$ cat src/rtl/count_sampler.sv
// ============================================================================
// Module   : count_sampler
// Purpose  : Samples an upstream free-running counter on request, tags each
//            sample with a "counter wrapped since last accepted sample" bit,
//            buffers the tagged samples in a small FIFO and presents them on a
//            valid/ready interface. A sticky flag records dropped samples.
// Revision : 1.0 - initial release
// ============================================================================
`default_nettype none

module count_sampler #(
  parameter int unsigned DEPTH = 4,
  parameter int unsigned WIDTH = 8
) (
  input  logic                       clock,
  input  logic                       reset,
  input  logic [WIDTH-1:0]           count_in,
  input  logic                       sample_en,
  input  logic                       out_ready,
  input  logic                       clear_ovf,
  output logic                       out_valid,
  output logic [WIDTH-1:0]           out_data,
  output logic                       out_wrap,
  output logic [$clog2(DEPTH+1)-1:0] level,
  output logic                       overflow
);

  localparam int unsigned PW = (DEPTH > 1) ? $clog2(DEPTH) : 1;
  localparam int unsigned LW = $clog2(DEPTH + 1);
  localparam logic [LW-1:0] C_FULL_LEVEL = LW'(DEPTH);

  // Each entry is {wrap tag, sample value}
  logic [WIDTH:0]     mem_q [DEPTH];
  logic [PW-1:0]      rd_ptr_q, rd_ptr_d;
  logic [PW-1:0]      wr_ptr_q, wr_ptr_d;
  logic [LW-1:0]      level_q, level_d;
  logic [WIDTH-1:0]   prev_q;
  logic               wrap_pending_q, wrap_pending_d;
  logic               overflow_q, overflow_d;

  logic               fifo_full;
  logic               do_pop;
  logic               do_push;
  logic               do_drop;
  logic               wrap_evt;
  logic [WIDTH:0]     wr_entry;

  // Handshake decode, wrap detection and next-state for pointers and flags
  always_comb begin
    fifo_full      = (level_q == C_FULL_LEVEL);
    do_pop         = (level_q != '0) && out_ready;
    // A full FIFO that is popping this cycle frees a slot for the push
    do_push        = sample_en && (!fifo_full || do_pop);
    do_drop        = sample_en && fifo_full && !do_pop;
    wrap_evt       = (count_in < prev_q);
    wr_entry       = {wrap_pending_q | wrap_evt, count_in};

    rd_ptr_d       = rd_ptr_q;
    wr_ptr_d       = wr_ptr_q;
    level_d        = level_q;
    wrap_pending_d = wrap_pending_q | wrap_evt;
    overflow_d     = overflow_q;

    if (do_pop) begin
      rd_ptr_d = rd_ptr_q + PW'(1);
    end
    if (do_push) begin
      wr_ptr_d       = wr_ptr_q + PW'(1);
      // The pending wrap has been delivered with this sample
      wrap_pending_d = 1'b0;
    end

    unique case ({do_push, do_pop})
      2'b10:   level_d = level_q + LW'(1);
      2'b01:   level_d = level_q - LW'(1);
      default: level_d = level_q;
    endcase

    // A drop in the same cycle as a clear request keeps the flag set
    if (do_drop) begin
      overflow_d = 1'b1;
    end else if (clear_ovf) begin
      overflow_d = 1'b0;
    end
  end

  // Control state: pointers, occupancy, wrap tracking and overflow flag
  always_ff @(posedge clock or posedge reset) begin
    if (reset) begin
      rd_ptr_q       <= '0;
      wr_ptr_q       <= '0;
      level_q        <= '0;
      prev_q         <= '0;
      wrap_pending_q <= 1'b0;
      overflow_q     <= 1'b0;
    end else begin
      rd_ptr_q       <= rd_ptr_d;
      wr_ptr_q       <= wr_ptr_d;
      level_q        <= level_d;
      prev_q         <= count_in;
      wrap_pending_q <= wrap_pending_d;
      overflow_q     <= overflow_d;
    end
  end

  // Entry storage; cleared on reset so the head reads as zero when empty
  always_ff @(posedge clock or posedge reset) begin
    if (reset) begin
      for (int i = 0; i < int'(DEPTH); i++) begin
        mem_q[i] <= '0;
      end
    end else if (do_push) begin
      mem_q[wr_ptr_q] <= wr_entry;
    end
  end

  // Outputs are driven purely from registered state
  assign out_valid = (level_q != '0);
  assign out_data  = mem_q[rd_ptr_q][WIDTH-1:0];
  assign out_wrap  = mem_q[rd_ptr_q][WIDTH];
  assign level     = level_q;
  assign overflow  = overflow_q;

endmodule

`default_nettype wire

$ cat config.mk
export PLATFORM = sky130hd
export DESIGN_NAME = count_sampler
export DESIGN_NICKNAME = d
export VERILOG_FILES = /design/src/rtl/count_sampler.sv
export SDC_FILE = /design/constraint.sdc
export NUM_CORES = 1
export LEC_CHECK = 0
export BUFFER_PORTS_ARGS = -buffer_cell sky130_fd_sc_hd__buf_2
export CORE_ASPECT_RATIO = 0.9
export CORE_UTILIZATION = 55
export CTS_BUF_LIST = sky130_fd_sc_hd__clkbuf_8
export DETAILED_ROUTE_END_ITERATION = 8
export GPL_TIMING_DRIVEN = 0
export PLACE_DENSITY_LB_ADDON = 0.25
export SKIP_CTS_REPAIR_TIMING = 1
export SLEW_MARGIN = 5
export SYNTH_ARGS = -nofsm -noshare
export SYNTH_HDL_FRONTEND = slang
export SYNTH_SLANG_ARGS = --single-unit
$ cat constraint.sdc
create_clock -name clock -period 2 [get_ports clock]
set_input_delay 0.1 -clock clock [delete_from_list [all_inputs] [get_ports clock]]
set_output_delay 0.1 -clock clock [all_outputs]
set_load 0.02 [all_outputs]
==> impl_metrics.py, run 1 <==
metrics = {
    "final_layout": {
        "antenna_fix_cells": 0,
        "final_net_count": 252,
        "drive_gt1_frac": 0.445,
        "area.growth.synth_to_final_pct": 19.0,
        "layout.filler_cells": 344,
    },
    "global_route": {
        "grt_start_max_net_pins": 28,
        "grt_antenna_before_repair": 0,
        "globalRouteTotalUtil": 0.217,
        "sum_of_overflow_across_all_layers_after_global_routing": 0,
        "first_global_vias": 1579,
        "first_pass_grt_wire_length_mm": 7.76,
    },
    "yosys": {
        "synth.top_cells.by_area": "sky130_fd_sc_hd__dfrtp_1, sky130_fd_sc_hd__mux2_4, sky130_fd_sc_hd__mux4_2",
        "syn_nets": 203,
        "synth.avg_cell_area_sq_um": 14.9,
        "ys_seq_area_frac": 0.502,
        "netlist_instances": 177,
        "cell_variety_after_synth": 30,
        "synth_area_leader_cell": "sky130_fd_sc_hd__dfrtp_1",
        "syn_area_sq_mm": 0.00264,
        "post-synth-top-area-fraction": 0.502,
        "ys_ff_latch": 53,
        "synth_warnings": 0,
    },
    "route": {
        "route.detailed.vias_per_inst": 5.33,
        "antenna_left": 0,
        "drt_first_iter_violations": 39,
        "remaining_drcs": 0,
        "vias": 1539,
        "first_drt_pass_iteration_count": 4,
        "totalWireLength_mm": 4.86,
        "routedWlPerCell_um": 16.8,
    },
    "floorplan": {
        "boundaryPins": 27,
        "die_height_um": 67.8,
        "placeableCoreArea_sq_mm": 0.00455,
        "floorplan.initialDensity": 0.581,
        "placementRows": 23,
        "die_x_um": 75.1,
        "die_footprint_sq_mm": 0.00509,
    },
    "power_and_ir_drop": {
        "power.ir.vdd_worst_mv": 0.782,
        "total_power_mw": 4.81,
        "power.static_leakage_nw": 1.47,
        "power.density_mw_per_mm2": 1530,
    },
    "worst_setup_path": {
        "timing.critical_path.from": "level[1]$_DFFE_PP0P_",
        "cp.required_ps": 2200,
        "crit-reg2reg-launch": "level[1]$_DFFE_PP0P_",
        "cp_data_arrival_time_ps": 2260,
        "criticalPathCategory": "flop to flop",
        "cpLargestDelayFamily": "simple AND/OR/NAND/NOR gates",
        "path_max_fanout": 2,
        "end_kind": "flop",
        "critPathMaxStageDelay_ps": 560,
        "critical-path-slowest-cell": "sky130_fd_sc_hd__or4b_4",
        "cp_num_buf_inv": 1,
        "critical-path-top-cell-by-count": "sky130_fd_sc_hd__xor2_1",
        "path_cells": "or4b_4 -> nand2_4 -> ha_4 -> inv_2 -> fa_2 -> xor2_1 -> nor2_1 -> xor2_1",
        "timing.critical_path.from_type": "flop",
    },
    "clocking": {
        "clock_insertion_delay_worst_skew_ps": 310,
        "cts-buffers-inserted": 5,
        "deepest_level_of_the_cts_h_tree": 2,
        "cts_buffer_depth": 2,
        "cts_tree": "done",
        "cts.clk_slew.worst_paths_ps": 90,
        "root_buffer": "sky130_fd_sc_hd__clkbuf_8",
        "clock_sinks": 53,
    },
    "timing": {
        "fmax_ghz": 0.484,
        "fin_setup_tns_ps": -66.8,
        "clock_skew_ps": 7.22,
        "relSlewSlack": 0.614,
        "slew_viol_final": 0,
        "tightestPinTransition_ps": 578,
        "final_period_minus_worst_setup_slack_ps": 2070,
        "setup_repair_after_global_routing_missed_its_margin": "yes",
        "setup_viol": 1,
        "final.period_utilization": 1.03,
        "hold_viol_final": 0,
        "worst_slack_ps": -66.8,
    },
    "min_path": {
        "hold_path_startpoint": "sample_en",
        "timing.hold.worst.class": "primary input to flop",
    },
    "flow_run": {
        "max_cap_viol_count": 0,
    },
    "place": {
        "final_wtd_congestion": 0.725,
        "dp_hpwl_mm": 3.31,
        "portBuffers": 26,
    },
    "outcome": {
        "run_status": "complete, but fails checks",
        "failing_checks": "setup timing",
    },
}
cells in the mapped netlist (all sizes together):
cell type	number
a211oi	1
nand3	2
and3	4
nor2	1
o22ai	1
a2111oi	1
a21oi	4
ha	12
a21o	1
mux2	32
xnor2	3
clkbuf	1
nand2	2
or4b	1
mux2i	5
o211ai	2
inv	17
or3	2
mux4	9
or3b	4
buf	6
nand2b	1
xor2	3
dfrtp	53
and2	2
or4	1
fa	1
o21ai	5
worst paths after layout:
| kind | endpoint | slack [ps] | cells past startpoint |
|---|---|---|---|
| worst max-delay path | level[2]$_DFFE_PP0P_ | -70 | 8 |
| worst max register to register | level[2]$_DFFE_PP0P_ | -70 | 8 |
| max in group asynchronous | mem_q[34]$_DFFE_PP0P_ | 1070 | 4 |
| worst min register to register | mem_q[33]$_DFFE_PP0P_ | 510 | 1 |
| min in group asynchronous | mem_q[11]$_DFFE_PP0P_ | 390 | 3 |
| worst min-delay path | overflow$_DFFE_PP0P_ | 110 | 3 |
cell usage in the layout, fill, tap and decap left out, types with 2 or more instances in the layout:
master,n
sky130_fd_sc_hd__nand3_1,2
sky130_fd_sc_hd__a21oi_1,4
sky130_fd_sc_hd__buf_6,4
sky130_fd_sc_hd__buf_4,7
sky130_fd_sc_hd__mux2i_1,5
sky130_fd_sc_hd__xor2_1,3
sky130_fd_sc_hd__mux2_4,32
sky130_fd_sc_hd__inv_2,2
sky130_fd_sc_hd__mux4_2,9
sky130_fd_sc_hd__buf_2,26
sky130_fd_sc_hd__inv_1,16
sky130_fd_sc_hd__xnor2_1,3
sky130_fd_sc_hd__or3b_1,4
sky130_fd_sc_hd__o21ai_0,5
sky130_fd_sc_hd__dfrtp_1,51
sky130_fd_sc_hd__and3_4,4
sky130_fd_sc_hd__ha_1,11
sky130_fd_sc_hd__dfrtp_2,2
sky130_fd_sc_hd__clkbuf_8,6
sky130_fd_sc_hd__dlygate4sd3_1,10
sky130_fd_sc_hd__o211ai_1,2
tightest hold or removal path, delay by kind of cell:
| kind | cells | cell delay, ps |
|---|---|---|
| buffers and inverters | 2 | 210 |
| AO/OA/AOI/OAI | 1 | 60 |
flip-flops by register name, indices dropped and copies added, names as in the netlist:
register and flops:
level 3, mem_q 36, overflow 1, prev_q 8, rd_ptr_q 2, wr_ptr_q 2, wrap_pending_q 1
logic make-up after synthesis:
logic type                 count (synthesis)  share of synthesized area
DFF                                       53                      0.502
xor gates and xnor gates                   6                     0.0199
AOI/OAI and AO/OA                         15                     0.0341
adders and majority gates                 13                     0.0644
muxes                                     46                      0.277
and+or+nand+nor                           20                     0.0568
buffers and inverters                     24                     0.0459
cell type report:
type                       instances  area [sq um]  area share
multi-input combinational        100          1230       0.391
sequential                        53          1330       0.422
timing repair buffer              44           303      0.0962
tap                               62          77.6      0.0247
buffer                             5          50.0      0.0159
inverter                          17          63.8      0.0203
clock buffer                       6          82.6      0.0262
clock inverter                     2          11.3     0.00358
metal layers:
metal | wire, um | vias to the layer above | global-route usage
met3 | 146 | 9 | 0.0448
met2 | 2380 | 35 | 0.359
met4 | 84 | 0 | 0.0849
li1 | - | 720 | -
met5 | 0 | - | 0
met1 | 2250 | 775 | 0.282
power by group:
part / internal (mW) / total [mW] / switching, mW
clock: 0.277 / 0.619 / 0.342
combinational: 1.34 / 2.33 / 0.991
sequential: 1.54 / 1.87 / 0.327
through the flow:
| stage | hold WS [ps] | std cells | instance area (sq um) | setup WS [ps] | utilization |
|---|---|---|---|---|---|
| 2_1_floorplan | 131 | 177 | 2680 | -130 | - |
| 3_3_place_gp | 278 | 265 | 2890 | -134 | 0.635 |
| 3_5_place_dp | 189 | 266 | 2910 | -189 | 0.640 |
| 4_1_cts | -154 | 274 | 3000 | -218 | 0.660 |
| 5_1_grt | 130 | 289 | 3150 | -142 | 0.692 |
| 6_report | 108 | 289 | 3150 | -66.8 | 0.692 |
No activity file was read; power rests on OpenSTA's default activity.
==> inputs of run 2 (changes only) <==
- clock period: 2 -> 2.36 ns (I/O delays scaled with it)
==> impl_metrics.py, run 2 (synthesized netlist as in run 1, its figures left out) <==
metrics = {
    "final_layout": {
        "final_common_cell": "sky130_fd_sc_hd__dfrtp_1",
        "layout.filler_cells": 341,
        "largest_register_ff_count": 36,
        "area.growth.synth_to_final_pct": 18.7,
        "drive_gt1_frac": 0.411,
        "most_used_cells_in_the_layout_excluding_fill_and_tap_cells": "sky130_fd_sc_hd__dfrtp_1, sky130_fd_sc_hd__mux2_4, sky130_fd_sc_hd__buf_2, sky130_fd_sc_hd__inv_1, sky130_fd_sc_hd__ha_1",
        "final-instance-count-excl-fill": 286,
        "final_net_count": 249,
        "register_area_sq_mm": 0.00133,
        "max_flop_register": "mem_q",
        "antenna_fix_cells": 0,
        "utilization": 0.690,
        "multiInputGateArea_sq_mm": 0.00122,
    },
    "floorplan": {
        "boundaryPins": 27,
        "placementRows": 23,
        "die_height_um": 67.8,
        "die_footprint_sq_mm": 0.00509,
        "floorplan.initialDensity": 0.581,
        "die_x_um": 75.1,
        "placeableCoreArea_sq_mm": 0.00455,
    },
    "clocking": {
        "clock_insertion_delay_worst_skew_ps": 310,
        "cts.clk_slew.worst_paths_ps": 90,
        "deepest_level_of_the_cts_h_tree": 2,
        "cts_tree": "done",
        "clock_sinks": 53,
        "cts_buffer_depth": 2,
        "root_buffer": "sky130_fd_sc_hd__clkbuf_8",
        "cts-buffers-inserted": 5,
    },
    "route": {
        "routedWlPerCell_um": 17.5,
        "drt_first_iter_violations": 60,
        "antenna_left": 0,
        "route.detailed.vias_per_inst": 5.47,
        "first_drt_pass_iteration_count": 4,
        "vias": 1565,
        "totalWireLength_mm": 5.01,
        "remaining_drcs": 0,
    },
    "flow_run": {
        "max_cap_viol_count": 0,
    },
    "timing": {
        "final.period_utilization": 0.952,
        "finalHoldWorstSlack_ps": 115,
        "relSlewSlack": 0.423,
        "final_period_minus_worst_setup_slack_ps": 2250,
        "tightestPinTransition_ps": 866,
        "fmax_ghz": 0.445,
        "slew_viol_final": 0,
        "setup_viol": 0,
        "setup_repair_after_global_routing_missed_its_margin": "no",
        "worst_slack_ps": 112,
        "clock_skew_ps": 8.79,
        "hold_viol_final": 0,
    },
    "worst_setup_path": {
        "r2r_cells": 9,
        "cp_data_arrival_time_ps": 2130,
        "timing.critical_path.from_type": "flop",
        "path_max_fanout": 10,
        "end_kind": "output port",
        "register_to_register_setup_slack_ps": 160,
        "cp.required_ps": 2240,
        "criticalPathCategory": "flop to output port",
    },
    "place": {
        "dp.cells": 266,
        "dp_hpwl_mm": 3.45,
        "preCtsSetupSlack_ps": -31.7,
        "final_wtd_congestion": 0.786,
        "portBuffers": 26,
    },
    "global_route": {
        "grt_start_max_net_pins": 29,
        "sum_of_overflow_across_all_layers_after_global_routing": 0,
        "grt_antenna_before_repair": 0,
        "globalRouteTotalUtil": 0.224,
        "first_pass_grt_wire_length_mm": 8.05,
        "first_global_vias": 1655,
    },
    "min_path": {
        "timing.hold.worst.class": "primary input to flop",
        "timing.hold.worst_path_depth": 3,
    },
    "power_and_ir_drop": {
        "power.ir.vdd_worst_mv": 0.730,
        "power.density_mw_per_mm2": 1330,
        "total_power_mw": 4.18,
        "power.static_leakage_nw": 1.46,
    },
    "outcome": {
        "run_status": "finished clean",
    },
}
-- run 2: cell count changes in the layout (fill, tap and decap cells not counted), sizes merged --
cell    change
inv         -1
bufinv      +1
buf         -3
-- run 2: worst max-delay path: stages, from the launching register on --
cell and delay [ps]:
sky130_fd_sc_hd__dfrtp_1 380, sky130_fd_sc_hd__buf_1 670, sky130_fd_sc_hd__mux4_2 610, sky130_fd_sc_hd__buf_2 170
-- run 2: through the flow --
stage	cell area, sq um	TNS [ps]
floorplan	2640	0
global placement	2850	0
detailed placement	2870	-31.7
CTS	2990	-49.9
global route	3140	0
finish	3140	0
-- run 2: final cells by class --
cell class	instances	share of cell area
inverter	17	0.0203
multi-input combinational	100	0.389
buffer	7	0.0203
clock buffer	6	0.0263
timing repair buffer	39	0.0845
clock inverter	2	0.0120
sequential	53	0.422
tap	62	0.0247
-- run 2: path summary, 6_finish.rpt --
check | end | from
min reg2reg | level[2]$_DFFE_PP0P_ | level[2]$_DFFE_PP0P_
max reg2reg | level[2]$_DFFE_PP0P_ | level[0]$_DFFE_PP0P_
max in group asynchronous | mem_q[28]$_DFFE_PP0P_ | reset
min in group asynchronous | mem_q[13]$_DFFE_PP0P_ | reset
max | out_data[3] | rd_ptr_q[0]$_DFFE_PP0P_
min | overflow$_DFFE_PP0P_ | sample_en
-- run 2: routing by layer --
metal	global-route usage	vias up	part of all wire
li1	-	712	-
met1	0.295	806	0.45
met2	0.359	34	0.50
met3	0.0358	13	0.025
met4	0.111	0	0.025
met5	0	-	0
-- run 2: report_power, final --
| part | switching [mW] | internal, mW |
|---|---|---|
| combinational | 0.886 | 1.12 |
| clock | 0.301 | 0.345 |
| sequential | 0.231 | 1.30 |
| total | 1.42 | 2.76 |
